## src/rtl/stencil_window_gen.sv

```systemverilog
// rtl/stencil_window_gen.sv - sliding FP32 stencil window builder with paired weight snapshot
//
// Purpose: turns a scalar sample stream into windows of ST consecutive samples
// within a row, each paired with a registered copy of the weight vector, for
// the downstream dot-product stage. Windows never straddle a row boundary.
//
// Ports:
//   clock      - sole clock, rising edge
//   reset      - synchronous, active-low
//   in_valid   - upstream sample valid
//   in_ready   - sample can be accepted this cycle
//   in_data    - sample (BW bits, not interpreted)
//   wt_load    - load weight register from wt_data
//   wt_data    - weight vector, lane k at [BW*k +: BW]
//   out_valid  - window valid
//   out_ready  - downstream accepts the window
//   out_data   - window, lane 0 newest sample, lane ST-1 oldest
//   out_weight - weight snapshot paired with out_data
//   row_done   - one-cycle pulse after the last sample of a row is accepted

module stencil_window_gen #(
  parameter int BW      = 32,
  parameter int ST      = 3,
  parameter int ROW_LEN = 16
) (
  input  logic             clock,
  input  logic             reset,
  input  logic             in_valid,
  output logic             in_ready,
  input  logic [BW-1:0]    in_data,
  input  logic             wt_load,
  input  logic [BW*ST-1:0] wt_data,
  output logic             out_valid,
  input  logic             out_ready,
  output logic [BW*ST-1:0] out_data,
  output logic [BW*ST-1:0] out_weight,
  output logic             row_done
);

  localparam int CW = (ROW_LEN > 1) ? $clog2(ROW_LEN) : 1;
  localparam logic [BW*ST-1:0] WT_RESET = {ST{BW'(32'h3F800000)}};

  typedef enum logic {
    S_FILL,
    S_STREAM
  } state_t;

  state_t                r_state;
  logic [CW-1:0]         r_col;
  // Prior ST-1 samples, packed so that lane j holds the sample j+1 accepts ago.
  logic [BW*(ST-1)-1:0]  r_shift;
  logic [BW*ST-1:0]      r_weight;
  logic [BW*ST-1:0]      r_out_data;
  logic [BW*ST-1:0]      r_out_weight;
  logic                  r_out_valid;
  logic                  r_row_done;

  logic                  w_accept;
  logic                  w_capture;
  logic                  w_last;
  logic [CW-1:0]         w_col_inc;
  logic [BW*ST-1:0]      w_window;

  // Single output register: a pop frees the slot for a capture in the same cycle.
  assign in_ready = reset && (!r_out_valid || out_ready);

  always_comb begin
    w_accept  = in_valid && in_ready;
    w_capture = w_accept && (r_state == S_STREAM);
    w_last    = (r_col == CW'(ROW_LEN - 1));
    w_col_inc = r_col + CW'(1);
    // Newest sample lands in lane 0; older samples move up one lane.
    w_window  = {r_shift, in_data};
  end

  always_ff @(posedge clock) begin
    if (!reset) begin
      r_state      <= S_FILL;
      r_col        <= '0;
      r_shift      <= '0;
      r_weight     <= WT_RESET;
      r_out_data   <= '0;
      r_out_weight <= WT_RESET;
      r_out_valid  <= 1'b0;
      r_row_done   <= 1'b0;
    end else begin
      r_row_done <= 1'b0;

      if (wt_load) begin
        r_weight <= wt_data;
      end

      if (w_accept) begin
        r_shift <= w_window[BW*(ST-1)-1:0];
        if (w_last) begin
          // Stale shift contents are left in place; the FILL phase overwrites
          // all ST-1 lanes before the next window can be captured.
          r_col      <= '0;
          r_state    <= S_FILL;
          r_row_done <= 1'b1;
        end else begin
          r_col <= w_col_inc;
          if (w_col_inc == CW'(ST - 1)) begin
            r_state <= S_STREAM;
          end
        end
      end

      if (w_capture) begin
        r_out_data   <= w_window;
        // Old register value: a same-cycle wt_load applies to later windows.
        r_out_weight <= r_weight;
        r_out_valid  <= 1'b1;
      end else if (out_ready) begin
        r_out_valid <= 1'b0;
      end
    end
  end

  assign out_valid  = r_out_valid;
  assign out_data   = r_out_data;
  assign out_weight = r_out_weight;
  assign row_done   = r_row_done;

endmodule

```

## config.mk

```make
export PLATFORM = sky130hd
export DESIGN_NAME = stencil_window_gen
export DESIGN_NICKNAME = d
export VERILOG_FILES = /design/src/rtl/stencil_window_gen.sv
export SDC_FILE = /design/constraint.sdc
export NUM_CORES = 1
export LEC_CHECK = 0
export BUFFER_PORTS_ARGS = -buffer_cell sky130_fd_sc_hd__buf_2
export CAP_MARGIN = 20
export CORE_MARGIN = 2
export CORE_UTILIZATION = 50
export CTS_CLUSTER_DIAMETER = 60
export DETAILED_ROUTE_END_ITERATION = 10
export HOLD_SLACK_MARGIN = 0.05
export MAX_ROUTING_LAYER = met4
export PLACE_DENSITY = 0.88
export SYNTH_ARGS = -nofsm -noshare
export SYNTH_HDL_FRONTEND = slang
export SYNTH_SLANG_ARGS = --single-unit
```

## constraint.sdc

```tcl
create_clock -name clock -period 3.56 [get_ports clock]
set_input_delay 0.534 -clock clock [delete_from_list [all_inputs] [get_ports clock]]
set_output_delay 0.534 -clock clock [all_outputs]
set_load 0.005 [all_outputs]
```

==> run_summary.xml, run 1 <==
<?xml version="1.0" encoding="UTF-8"?>
<metrics>
  <group name="power">
    <metric name="power.static_leakage" unit="nW">7.26</metric>
    <metric name="pwr_density_cell" unit="nW/um^2">535</metric>
    <metric name="worst_ir_drop_vdd" unit="mV">0.507</metric>
  </group>
  <group name="place">
    <metric name="post-place-ws" unit="ps">1200</metric>
    <metric name="placed_cells" unit="">2027</metric>
    <metric name="buffers_added_on_ports" unit="">327</metric>
    <metric name="post_dp_cell_area" unit="um^2">14800</metric>
    <metric name="dpl.hpwl" unit="um">21600</metric>
    <metric name="place.gp.congestion" unit="">0.854</metric>
  </group>
  <group name="clock_tree">
    <metric name="clock_latency" unit="ps">520</metric>
    <metric name="clock-root-buffer" unit="">clkbuf_16</metric>
    <metric name="cts_hold_buffers" unit="">0</metric>
    <metric name="cts.clk_slew.worst_paths" unit="ps">60</metric>
    <metric name="tritoncts.num_buffers" unit="">38</metric>
    <metric name="htree_levels" unit="">2</metric>
    <metric name="numClockSinks" unit="">359</metric>
    <metric name="cts.path.max_buffers" unit="">3</metric>
    <metric name="cts_resized" unit="">0</metric>
    <metric name="post_cts.repair.setup_buffers" unit="">0</metric>
    <metric name="tritoncts" unit="">built</metric>
  </group>
  <group name="routing">
    <metric name="num_vias" unit="">10700</metric>
    <metric name="totalWireLength" unit="um">32700</metric>
    <metric name="via_per_inst" unit="">5.12</metric>
    <metric name="ant_nets" unit="">0</metric>
    <metric name="detail_route.drc_violations" unit="">0</metric>
    <metric name="first_iter_violations" unit="">795</metric>
    <metric name="average_wire_length_per_cell_after_detail_routing" unit="um">15.6</metric>
    <metric name="drt_pre_antenna_iters" unit="">5</metric>
  </group>
  <group name="flow_run">
    <metric name="cap_viol_max_count" unit="">0</metric>
  </group>
  <group name="sta">
    <metric name="finalMaxSlewViolations" unit="">0</metric>
    <metric name="max_slew.worst_pin.slew" unit="ps">1040</metric>
    <metric name="slew_headroom" unit="">0.306</metric>
    <metric name="final-setup-viol-count" unit="">0</metric>
    <metric name="final.period_utilization" unit="">0.542</metric>
    <metric name="finalWorstSetupSlack" unit="ps">1630</metric>
    <metric name="final.setup_skew" unit="ps">17.1</metric>
    <metric name="fin_crit" unit="ps">1930</metric>
    <metric name="report.final.hold_viol_count" unit="">0</metric>
    <metric name="grt_setup_unrepaired" unit="">no</metric>
    <metric name="fin_setup_tns" unit="ps">0</metric>
    <metric name="fmax" unit="GHz">0.518</metric>
  </group>
  <group name="logic_synthesis">
    <metric name="syn-cell-area" unit="um^2">13100</metric>
    <metric name="count_of_warnings_emitted_by_yosys" unit="">0</metric>
    <metric name="yosysTopAreaCellShare" unit="">0.547</metric>
    <metric name="synth_seq_area_share" unit="">0.547</metric>
    <metric name="dominantRegCellSynth" unit="">dfxtp_1</metric>
    <metric name="post_synth_num_cell_types" unit="">27</metric>
    <metric name="flops_latches_synth" unit="">359</metric>
    <metric name="synth_edf_count" unit="">0</metric>
    <metric name="yosys-top-cells-area" unit="">dfxtp_1 55%, nand2_1 15%, a21boi_1 9.1%</metric>
    <metric name="yosysTopAreaCell" unit="">dfxtp_1</metric>
    <metric name="synth_nets" unit="">1592</metric>
    <metric name="syn-instance-count" unit="">1457</metric>
    <metric name="syn_avg_cell_area" unit="um^2">9.02</metric>
    <metric name="post-synth-top-count-cell" unit="">nand2_1</metric>
    <metric name="async_flop_share" unit="">0</metric>
    <metric name="synth_top_cells_by_count" unit="">538 x nand2_1, 359 x dfxtp_1, 159 x a21boi_1, 96 x mux2i_1, 89 x nand3_1</metric>
  </group>
  <group name="worst_setup_path">
    <metric name="arrival_time_worst_endpoint" unit="ps">1400</metric>
    <metric name="r2r_start" unit="">out_valid$_SDFFE_PN0P_</metric>
    <metric name="crit_fanout" unit="">7</metric>
    <metric name="setup.worst_path.class" unit="">register to primary output</metric>
    <metric name="worstSetupEndpointType" unit="">primary output</metric>
    <metric name="critPathLaunchType" unit="">register</metric>
    <metric name="critical_path.startpoint" unit="">out_valid$_SDFFE_PN0P_</metric>
    <metric name="worst-endpoint-required" unit="ps">3030</metric>
  </group>
  <group name="min_path">
    <metric name="min_path_type" unit="">input pin to register</metric>
    <metric name="holdCritStartpoint" unit="">in_data[8]</metric>
  </group>
  <group name="floorplan">
    <metric name="dieWidth" unit="um">166</metric>
    <metric name="coreArea" unit="um^2">25900</metric>
    <metric name="ioPinCount" unit="">328</metric>
    <metric name="die_footprint" unit="um^2">27600</metric>
    <metric name="die_height" unit="um">166</metric>
    <metric name="std_cell_rows" unit="">59</metric>
    <metric name="initial_utilization" unit="">0.507</metric>
  </group>
  <group name="global_route">
    <metric name="grt_first_pass_wirelength" unit="um">52600</metric>
    <metric name="grt_remaining_overflow" unit="">0</metric>
    <metric name="first_global_vias" unit="">10500</metric>
    <metric name="grt_max_degree" unit="">301</metric>
    <metric name="global_route.usage.total" unit="">0.235</metric>
    <metric name="antenna_violations_before_repair" unit="">3</metric>
  </group>
  <group name="finish">
    <metric name="final-instance-count-excl-fill" unit="">2096</metric>
    <metric name="flow.area_growth_from_synthesis" unit="%">22.5</metric>
    <metric name="layout-drive-gt1-share" unit="">0.233</metric>
    <metric name="finalNetCount" unit="">1867</metric>
    <metric name="post-route-util" unit="">0.621</metric>
    <metric name="stdcell_area" unit="um^2">16100</metric>
    <metric name="fillCellCount" unit="">2108</metric>
  </group>
  <group name="run_status">
    <metric name="status" unit="">completed</metric>
  </group>
</metrics>
where the power goes:
part           internal (mW)  leakage [nW]  switching, mW
Combinational          0.205          3.71          0.223
Clock                   2.41         0.630           1.57
Sequential              4.14          2.92         0.0747
Total                   6.75          7.26           1.87
cell type report:
type	instances	area, um^2	share of cell area
sequential	359	7190	0.446
clock inverter	13	154	0.00956
timing repair buffer	344	1860	0.116
inverter	1	3.75	0.000233
antenna	3	7.51	0.000466
clock buffer	53	1120	0.0695
multi-input combinational	988	5350	0.332
tap	335	419	0.0260
per-stage QoR:
step | hold WS, ps | power [mW]
floorplan | 430 | 4.56
global placement | 433 | 4.70
detailed placement | 443 | 4.72
CTS | 206 | 8.70
global route | 227 | 8.93
finish | 225 | 8.62
registers in the layout (all words and copies together), names as in the netlist:
signal      cells
row_done        1
r_col           4
out_valid       1
out_data       96
r_weight       96
r_state         1
out_weight     96
r_shift        64
cells by family (layout without fill, tap and decap cells):
family	Yosys count	after routing	synth area share
simple gates	711	711	0.228
flops	359	359	0.547
compound gates	176	176	0.101
buf+inv	110	411	0.0477
mux	96	96	0.0731
xor+xnor	3	3	0.00200
fa+ha+maj	2	2	0.00190
other cells	0	3	0
cell usage in the layout (no fill, tap or decap), types with 11 or more instances in the layout:
master,count
nand2_1,537
buf_2,325
nor2b_1,75
a21boi_0,14
mux2i_1,96
clkbuf_16,39
nand3_1,88
buf_4,11
dfxtp_1,359
a21boi_1,159
path summary, 6_finish.rpt:
kind	endpoint	depth (start not counted)	slack [ps]
worst max-delay path	in_ready	3	1630
worst min-delay path	r_shift[8]$_SDFFE_PN0P_	3	220
worst max register to register	out_data[5]$_SDFFE_PN0P_	5	1710
worst min register to register	out_weight[81]$_SDFFE_PN0P_	2	440
per-layer routing:
layer | up-vias | GRT usage | wire, um
met5 | - | - | 0
met4 | 0 | 0.0828 | 1120
met3 | 76 | 0.0534 | 2320
met1 | 5062 | 0.290 | 13800
li1 | 5240 | - | -
met2 | 358 | 0.380 | 15400
critical path, cell delays in order, from the launching register on:
cell and delay (ps):
dfxtp_1 320, nand2b_1 210, and2_1 240, buf_2 120
Power figures use the tool's default switching activity.
==> run 2: changes to the inputs <==
--- a/config.mk
+++ b/config.mk
@@ -8,7 +8,7 @@
 export BUFFER_PORTS_ARGS = -buffer_cell sky130_fd_sc_hd__buf_2
 export CAP_MARGIN = 20
 export CORE_MARGIN = 2
-export CORE_UTILIZATION = 50
+export CORE_UTILIZATION = 48
 export CTS_CLUSTER_DIAMETER = 60
 export DETAILED_ROUTE_END_ITERATION = 10
 export HOLD_SLACK_MARGIN = 0.05
==> constraint.sdc (replaced) <==
create_clock -name clock -period 1.6 [get_ports clock]
set_input_delay 0.24 -clock clock [delete_from_list [all_inputs] [get_ports clock]]
set_output_delay 0.24 -clock clock [all_outputs]
set_load 0.005 [all_outputs]
==> run 2 against run 1 <==
Clock skew increased by 4.3 ps; worst hold slack lost 160 ps; setup slack got worse by 1600 ps; first-iteration DRC count grew 7.2%; non-clock buffer count rose by 138; clock-buffer cell count increased by 2.
==> run_summary.xml, run 2 (synthesized netlist as in run 1, its figures left out) <==
<?xml version="1.0" encoding="UTF-8"?>
<metrics>
  <group name="run_status">
    <metric name="status" unit="">completed</metric>
  </group>
  <group name="worst_setup_path">
    <metric name="critPathLaunchType" unit="">register</metric>
    <metric name="critPathTopFamily" unit="">flip-flops</metric>
    <metric name="crit_fanout" unit="">7</metric>
    <metric name="r2r_start" unit="">out_valid$_SDFFE_PN0P_</metric>
    <metric name="worstSetupEndpointType" unit="">primary output</metric>
    <metric name="setup.worst_path.class" unit="">register to primary output</metric>
    <metric name="timing.critical_path.slowest_stage_cell" unit="">dfxtp_1</metric>
    <metric name="worstPathCellList" unit="">nand2b_4, and2_1, buf_2</metric>
    <metric name="arrival_time_worst_endpoint" unit="ps">1290</metric>
    <metric name="critical_path.max_stage_delay" unit="ps">380</metric>
    <metric name="cp.buffers_inverters" unit="">1</metric>
    <metric name="worst-endpoint-required" unit="ps">1360</metric>
    <metric name="critical_path.startpoint" unit="">out_valid$_SDFFE_PN0P_</metric>
  </group>
  <group name="routing">
    <metric name="via_per_inst" unit="">5.19</metric>
    <metric name="ant_nets" unit="">0</metric>
    <metric name="totalWireLength" unit="um">37000</metric>
    <metric name="num_vias" unit="">11600</metric>
    <metric name="first_iter_violations" unit="">852</metric>
    <metric name="average_wire_length_per_cell_after_detail_routing" unit="um">16.6</metric>
    <metric name="drt_pre_antenna_iters" unit="">7</metric>
    <metric name="detail_route.drc_violations" unit="">0</metric>
  </group>
  <group name="place">
    <metric name="buffers_added_on_ports" unit="">327</metric>
    <metric name="place.gp.congestion" unit="">0.830</metric>
    <metric name="dpl.hpwl" unit="um">22100</metric>
  </group>
  <group name="sta">
    <metric name="fin_setup_tns" unit="ps">0</metric>
    <metric name="max_slew.worst_pin.slew" unit="ps">515</metric>
    <metric name="final-setup-viol-count" unit="">0</metric>
    <metric name="grt_setup_unrepaired" unit="">no</metric>
    <metric name="slew_headroom" unit="">0.656</metric>
    <metric name="final.setup_skew" unit="ps">21.4</metric>
    <metric name="fin_crit" unit="ps">1530</metric>
    <metric name="finalMaxSlewViolations" unit="">0</metric>
    <metric name="final.period_utilization" unit="">0.957</metric>
    <metric name="fmax" unit="GHz">0.653</metric>
    <metric name="report.final.hold_viol_count" unit="">0</metric>
  </group>
  <group name="clock_tree">
    <metric name="numClockSinks" unit="">359</metric>
    <metric name="clock-root-buffer" unit="">clkbuf_16</metric>
    <metric name="post_cts.repair.setup_buffers" unit="">0</metric>
    <metric name="cts.path.max_buffers" unit="">3</metric>
    <metric name="cts.clk_slew.worst_paths" unit="ps">70</metric>
    <metric name="tritoncts" unit="">built</metric>
    <metric name="tritoncts.num_buffers" unit="">37</metric>
    <metric name="htree_levels" unit="">2</metric>
    <metric name="clock_latency" unit="ps">520</metric>
  </group>
  <group name="finish">
    <metric name="area_taken_by_flip_flops_and_latches" unit="um^2">7190</metric>
    <metric name="post-route-util" unit="">0.645</metric>
    <metric name="antennaDiodeCount" unit="">0</metric>
    <metric name="multiInputGateArea" unit="um^2">5360</metric>
    <metric name="layout-drive-gt1-share" unit="">0.219</metric>
    <metric name="fillCellCount" unit="">1936</metric>
    <metric name="flow.area_growth_from_synthesis" unit="%">32.3</metric>
    <metric name="layout_common_cells" unit="">537 x nand2_1, 359 x dfxtp_1, 325 x buf_2</metric>
    <metric name="finalNetCount" unit="">2004</metric>
    <metric name="final_common_cell" unit="">nand2_1</metric>
  </group>
  <group name="min_path">
    <metric name="holdCritStartpoint" unit="">wt_data[53]</metric>
    <metric name="min_path_type" unit="">input pin to register</metric>
  </group>
  <group name="global_route">
    <metric name="antenna_violations_before_repair" unit="">0</metric>
    <metric name="first_global_vias" unit="">11600</metric>
    <metric name="grt_remaining_overflow" unit="">0</metric>
    <metric name="grt_first_pass_wirelength" unit="um">57800</metric>
    <metric name="grt_max_degree" unit="">119</metric>
    <metric name="global_route.usage.total" unit="">0.256</metric>
  </group>
  <group name="power">
    <metric name="pwr_density_cell" unit="nW/um^2">1070</metric>
    <metric name="power.static_leakage" unit="nW">7.80</metric>
    <metric name="worst_ir_drop_vdd" unit="mV">0.895</metric>
  </group>
  <group name="flow_run">
    <metric name="cap_viol_max_count" unit="">0</metric>
  </group>
  <group name="floorplan">
    <metric name="initial_utilization" unit="">0.488</metric>
    <metric name="die_height" unit="um">169</metric>
    <metric name="coreArea" unit="um^2">27000</metric>
    <metric name="die_footprint" unit="um^2">28700</metric>
    <metric name="dieWidth" unit="um">169</metric>
    <metric name="std_cell_rows" unit="">60</metric>
    <metric name="ioPinCount" unit="">328</metric>
  </group>
</metrics>
## run 2: final timing paths
kind	endpoint	slack (ps)	cells after the start
hold reg to reg	out_weight[78]$_SDFFE_PN0P_	450	2
setup / recovery	in_ready	70	3
setup reg to reg	out_weight[0]$_SDFFE_PN0P_	90	6
hold / removal	r_weight[53]$_SDFFE_PN0P_	70	3
## run 2: metal layers
layer  GRT usage  part of all wire  up-vias
met5           -                 0        -
met1       0.289              0.39     5411
met3      0.0555             0.066      175
met2       0.419              0.48      489
li1            -                 -     5533
met4       0.149             0.060        0
## run 2: power by group
part           internal (mW)  switching [mW]
registers               9.20           0.174
clock network           4.54            3.46
logic                  0.673           0.581
total                   14.4            4.22
## run 2: area by class of cell
class	instances	share of cell area
Clock buffer	55	0.0600
Multi-Input combinational cell	988	0.308
Clock inverter	11	0.00410
Timing Repair Buffer	482	0.190
Tap cell	341	0.0245
Sequential cell	359	0.413
Inverter	1	0.000216
## run 2: metrics by stage
step	setup WS, ps	hold slack, ps	total power [mW]	std cells	area, um^2
finish	68.5	65.1	18.6	2237	17400
global route	25.6	60.5	19.2	2237	17400
global placement	84.4	432	10.5	2045	15000
CTS	29.1	53.0	18.7	2237	17400
floorplan	261	339	10.1	1457	13100
detailed placement	19.7	442	10.5	2045	15000
## run 2: what timing repair did
item	CTS	global route
setup endpoints to repair	1	2
gates cloned	0	0
hold buffers	126	0
endpoints found under the hold margin	158	0
gates resized for setup	1	2
## run 2: worst min-delay path: cells and delay by family
kind                   cells  cell delay (ps)
buffers and inverters      1              110
muxes                      1               80
and+or+nand+nor            1              100
==> run 3: changes to the inputs <==
--- a/config.mk
+++ b/config.mk
@@ -7,6 +7,7 @@
 export LEC_CHECK = 0
 export BUFFER_PORTS_ARGS = -buffer_cell sky130_fd_sc_hd__buf_2
 export CAP_MARGIN = 20
+export CORE_ASPECT_RATIO = 1.75
 export CORE_MARGIN = 2
 export CORE_UTILIZATION = 48
 export CTS_CLUSTER_DIAMETER = 60
==> constraint.sdc (replaced) <==
create_clock -name clock -period 1.4 [get_ports clock]
set_input_delay 0.21 -clock clock [delete_from_list [all_inputs] [get_ports clock]]
set_output_delay 0.21 -clock clock [all_outputs]
set_load 0.005 [all_outputs]
==> run 3 against run 2 <==
The run now ends with negative setup slack left; flip-flop and latch count unchanged; routed wire length up 35%; clock skew up 1.4 ps; sequential power up 14%; combinational power up 35%; clock-buffer cell count down 16; core utilization up 5.8 points; setup slack worse by 310 ps; largest cell class unchanged; largest power group unchanged.
==> run_summary.xml, run 3 (synthesized netlist as in run 1, its figures left out) <==
<?xml version="1.0" encoding="UTF-8"?>
<metrics>
  <group name="worst_setup_path">
    <metric name="setup.worst_path.class" unit="">register to register</metric>
    <metric name="regToRegEndpoint" unit="">out_data[68]$_SDFFE_PN0P_</metric>
    <metric name="critical_path_cell_count" unit="">8</metric>
    <metric name="r2r_start" unit="">out_valid$_SDFFE_PN0P_</metric>
    <metric name="worstPathCellList" unit="">nand2b_4, buf_6, and3_4, buf_12, buf_12, buf_16, nand2_1, a21boi_1</metric>
    <metric name="crit_fanout" unit="">8</metric>
    <metric name="endpoint" unit="">out_data[68]$_SDFFE_PN0P_</metric>
    <metric name="reg2reg_slack" unit="ps">-250</metric>
    <metric name="path_common_cell" unit="">buf_12</metric>
    <metric name="timing.critical_path.slowest_stage_cell" unit="">dfxtp_2</metric>
    <metric name="arrival_time_worst_endpoint" unit="ps">2140</metric>
    <metric name="critical_path.startpoint" unit="">out_valid$_SDFFE_PN0P_</metric>
    <metric name="critPathTopFamily" unit="">buffers and inverters</metric>
    <metric name="worst-endpoint-required" unit="ps">1890</metric>
    <metric name="critPathLaunchType" unit="">register</metric>
    <metric name="cp.buffers_inverters" unit="">4</metric>
    <metric name="critical_path.max_stage_delay" unit="ps">340</metric>
    <metric name="worstSetupEndpointType" unit="">register</metric>
    <metric name="worst-r2r-cell-count" unit="">8</metric>
  </group>
  <group name="run_status">
    <metric name="status" unit="">finished with violations</metric>
    <metric name="failed_checks" unit="">negative setup slack</metric>
  </group>
  <group name="finish">
    <metric name="fillCellCount" unit="">1606</metric>
    <metric name="layout_common_cells" unit="">491 x nand2_1, 358 x dfxtp_1, 325 x buf_2</metric>
    <metric name="post-route-util" unit="">0.703</metric>
    <metric name="area_taken_by_flip_flops_and_latches" unit="um^2">7190</metric>
    <metric name="finalNetCount" unit="">2057</metric>
    <metric name="final_common_cell" unit="">nand2_1</metric>
    <metric name="flow.area_growth_from_synthesis" unit="%">45.2</metric>
    <metric name="multiInputGateArea" unit="um^2">5910</metric>
    <metric name="layout-drive-gt1-share" unit="">0.295</metric>
    <metric name="stdcell_area" unit="um^2">19100</metric>
  </group>
  <group name="floorplan">
    <metric name="std_cell_rows" unit="">80</metric>
    <metric name="initial_utilization" unit="">0.485</metric>
    <metric name="dieWidth" unit="um">129</metric>
    <metric name="coreArea" unit="um^2">27100</metric>
    <metric name="die_footprint" unit="um^2">28800</metric>
    <metric name="die_height" unit="um">223</metric>
    <metric name="ioPinCount" unit="">328</metric>
  </group>
  <group name="routing">
    <metric name="wl_met2" unit="um">25000</metric>
    <metric name="detailroute.wirelength.met3" unit="um">3760</metric>
    <metric name="via_per_inst" unit="">5.63</metric>
    <metric name="detail_route.drc_violations" unit="">0</metric>
    <metric name="first_iter_violations" unit="">1159</metric>
    <metric name="totalWireLength" unit="um">50100</metric>
    <metric name="average_wire_length_per_cell_after_detail_routing" unit="um">21.6</metric>
    <metric name="maxUsedRoutingLayer" unit="">met4</metric>
    <metric name="drt_pre_antenna_iters" unit="">7</metric>
    <metric name="ant_nets" unit="">0</metric>
    <metric name="routedLengthMet1" unit="um">16600</metric>
    <metric name="num_vias" unit="">13100</metric>
  </group>
  <group name="clock_tree">
    <metric name="numClockSinks" unit="">359</metric>
    <metric name="cts.path.max_buffers" unit="">3</metric>
    <metric name="tritoncts" unit="">built</metric>
    <metric name="clock_latency" unit="ps">590</metric>
    <metric name="cts.clk_slew.worst_paths" unit="ps">70</metric>
    <metric name="htree_levels" unit="">1</metric>
    <metric name="tritoncts.num_buffers" unit="">31</metric>
    <metric name="clock-root-buffer" unit="">clkbuf_16</metric>
  </group>
  <group name="sta">
    <metric name="final.setup_skew" unit="ps">22.8</metric>
    <metric name="grt_setup_unrepaired" unit="">yes</metric>
    <metric name="finalWorstSetupSlack" unit="ps">-246</metric>
    <metric name="final-setup-viol-count" unit="">174</metric>
    <metric name="fin_crit" unit="ps">1650</metric>
    <metric name="max_slew.worst_pin.slew" unit="ps">314</metric>
    <metric name="finalMaxSlewViolations" unit="">0</metric>
    <metric name="fmax" unit="GHz">0.608</metric>
    <metric name="slew_headroom" unit="">0.785</metric>
    <metric name="report.final.hold_viol_count" unit="">0</metric>
    <metric name="final.period_utilization" unit="">1.18</metric>
  </group>
  <group name="global_route">
    <metric name="grt_remaining_overflow" unit="">0</metric>
    <metric name="grt_max_degree" unit="">105</metric>
    <metric name="grt_first_pass_wirelength" unit="um">65600</metric>
    <metric name="antenna_violations_before_repair" unit="">5</metric>
    <metric name="first_global_vias" unit="">12600</metric>
    <metric name="global_route.usage.total" unit="">0.299</metric>
  </group>
  <group name="place">
    <metric name="dpl.hpwl" unit="um">23500</metric>
    <metric name="place.gp.congestion" unit="">0.866</metric>
    <metric name="post_dp_cell_area" unit="um^2">15200</metric>
    <metric name="buffers_added_on_ports" unit="">327</metric>
  </group>
  <group name="power">
    <metric name="pwr_density_cell" unit="nW/um^2">1170</metric>
    <metric name="worst_ir_drop_vdd" unit="mV">1.10</metric>
    <metric name="power.static_leakage" unit="nW">8.75</metric>
  </group>
  <group name="min_path">
    <metric name="min_path_type" unit="">input pin to register</metric>
  </group>
  <group name="flow_run">
    <metric name="cap_viol_max_count" unit="">0</metric>
  </group>
</metrics>
## run 3: through the flow
step	setup WS (ps)	setup TNS, ps	power [mW]	cells	hold slack [ps]
after global routing	-268	-17200	22.8	2322	59.3
final	-246	-11410	22.3	2322	49.7
after global placement	-43.5	-1630	12.0	2086	412
after detailed placement	-80.5	-4580	12.1	2086	420
after CTS	-103	-2740	22.0	2292	51.8
after floorplan	91.5	0	11.6	1457	309
## run 3: power by group
part | internal [mW] | switching (mW) | leakage, nW
logic | 0.885 | 0.805 | 5.25
registers | 10.5 | 0.241 | 2.92
clock network | 5.87 | 4.04 | 0.578
## run 3: worst register-to-register path, delay by kind of cell, from the launching register on
| kind | cells | cell delay, ps |
|---|---|---|
| AO/OA/AOI/OAI | 1 | 200 |
| AND/OR/NAND/NOR | 3 | 440 |
| buffers and inverters | 4 | 570 |
| flip-flops | 1 | 340 |
## run 3: layout make-up
class | count | share of cell area
Sequential cell | 359 | 0.377
Antenna cell | 6 | 0.000787
Timing Repair Buffer | 540 | 0.227
Tap cell | 369 | 0.0242
Clock buffer | 39 | 0.0454
Multi-Input combinational cell | 989 | 0.310
Clock inverter | 19 | 0.0163
Inverter | 1 | 0.000197
## run 3: how the worst min path moves through the flow
stage / from / to / slack, ps / cells past startpoint
4_1_cts: wt_load / r_weight[22]$_SDFFE_PN0P_ / 50 / 3
2_1_floorplan: in_data[0] / r_shift[0]$_SDFFE_PN0P_ / 310 / 2
3_3_place_gp: in_data[31] / r_shift[31]$_SDFFE_PN0P_ / 410 / 3
3_5_place_dp: in_data[26] / r_shift[26]$_SDFFE_PN0P_ / 420 / 3
5_1_grt: wt_load / r_weight[22]$_SDFFE_PN0P_ / 60 / 3
6_report: wt_load / r_weight[22]$_SDFFE_PN0P_ / 50 / 3
## run 3: what timing repair did
| item | in CTS | in global routing |
|---|---|---|
| gates resized for setup | 33 | 163 |
| hold buffers | 132 | 0 |
| pin swaps | 4 | 73 |
| setup buffers | 8 | 13 |
| cloned | 9 | 14 |
| endpoints found under the hold margin | 161 | 0 |
| setup endpoints to repair | 172 | 244 |
## run 3: metal layers
metal,up-vias,global-route usage
met4,0,0.218
li1,5653,-
met2,872,0.512
met5,-,-
met1,6169,0.302
met3,375,0.0489
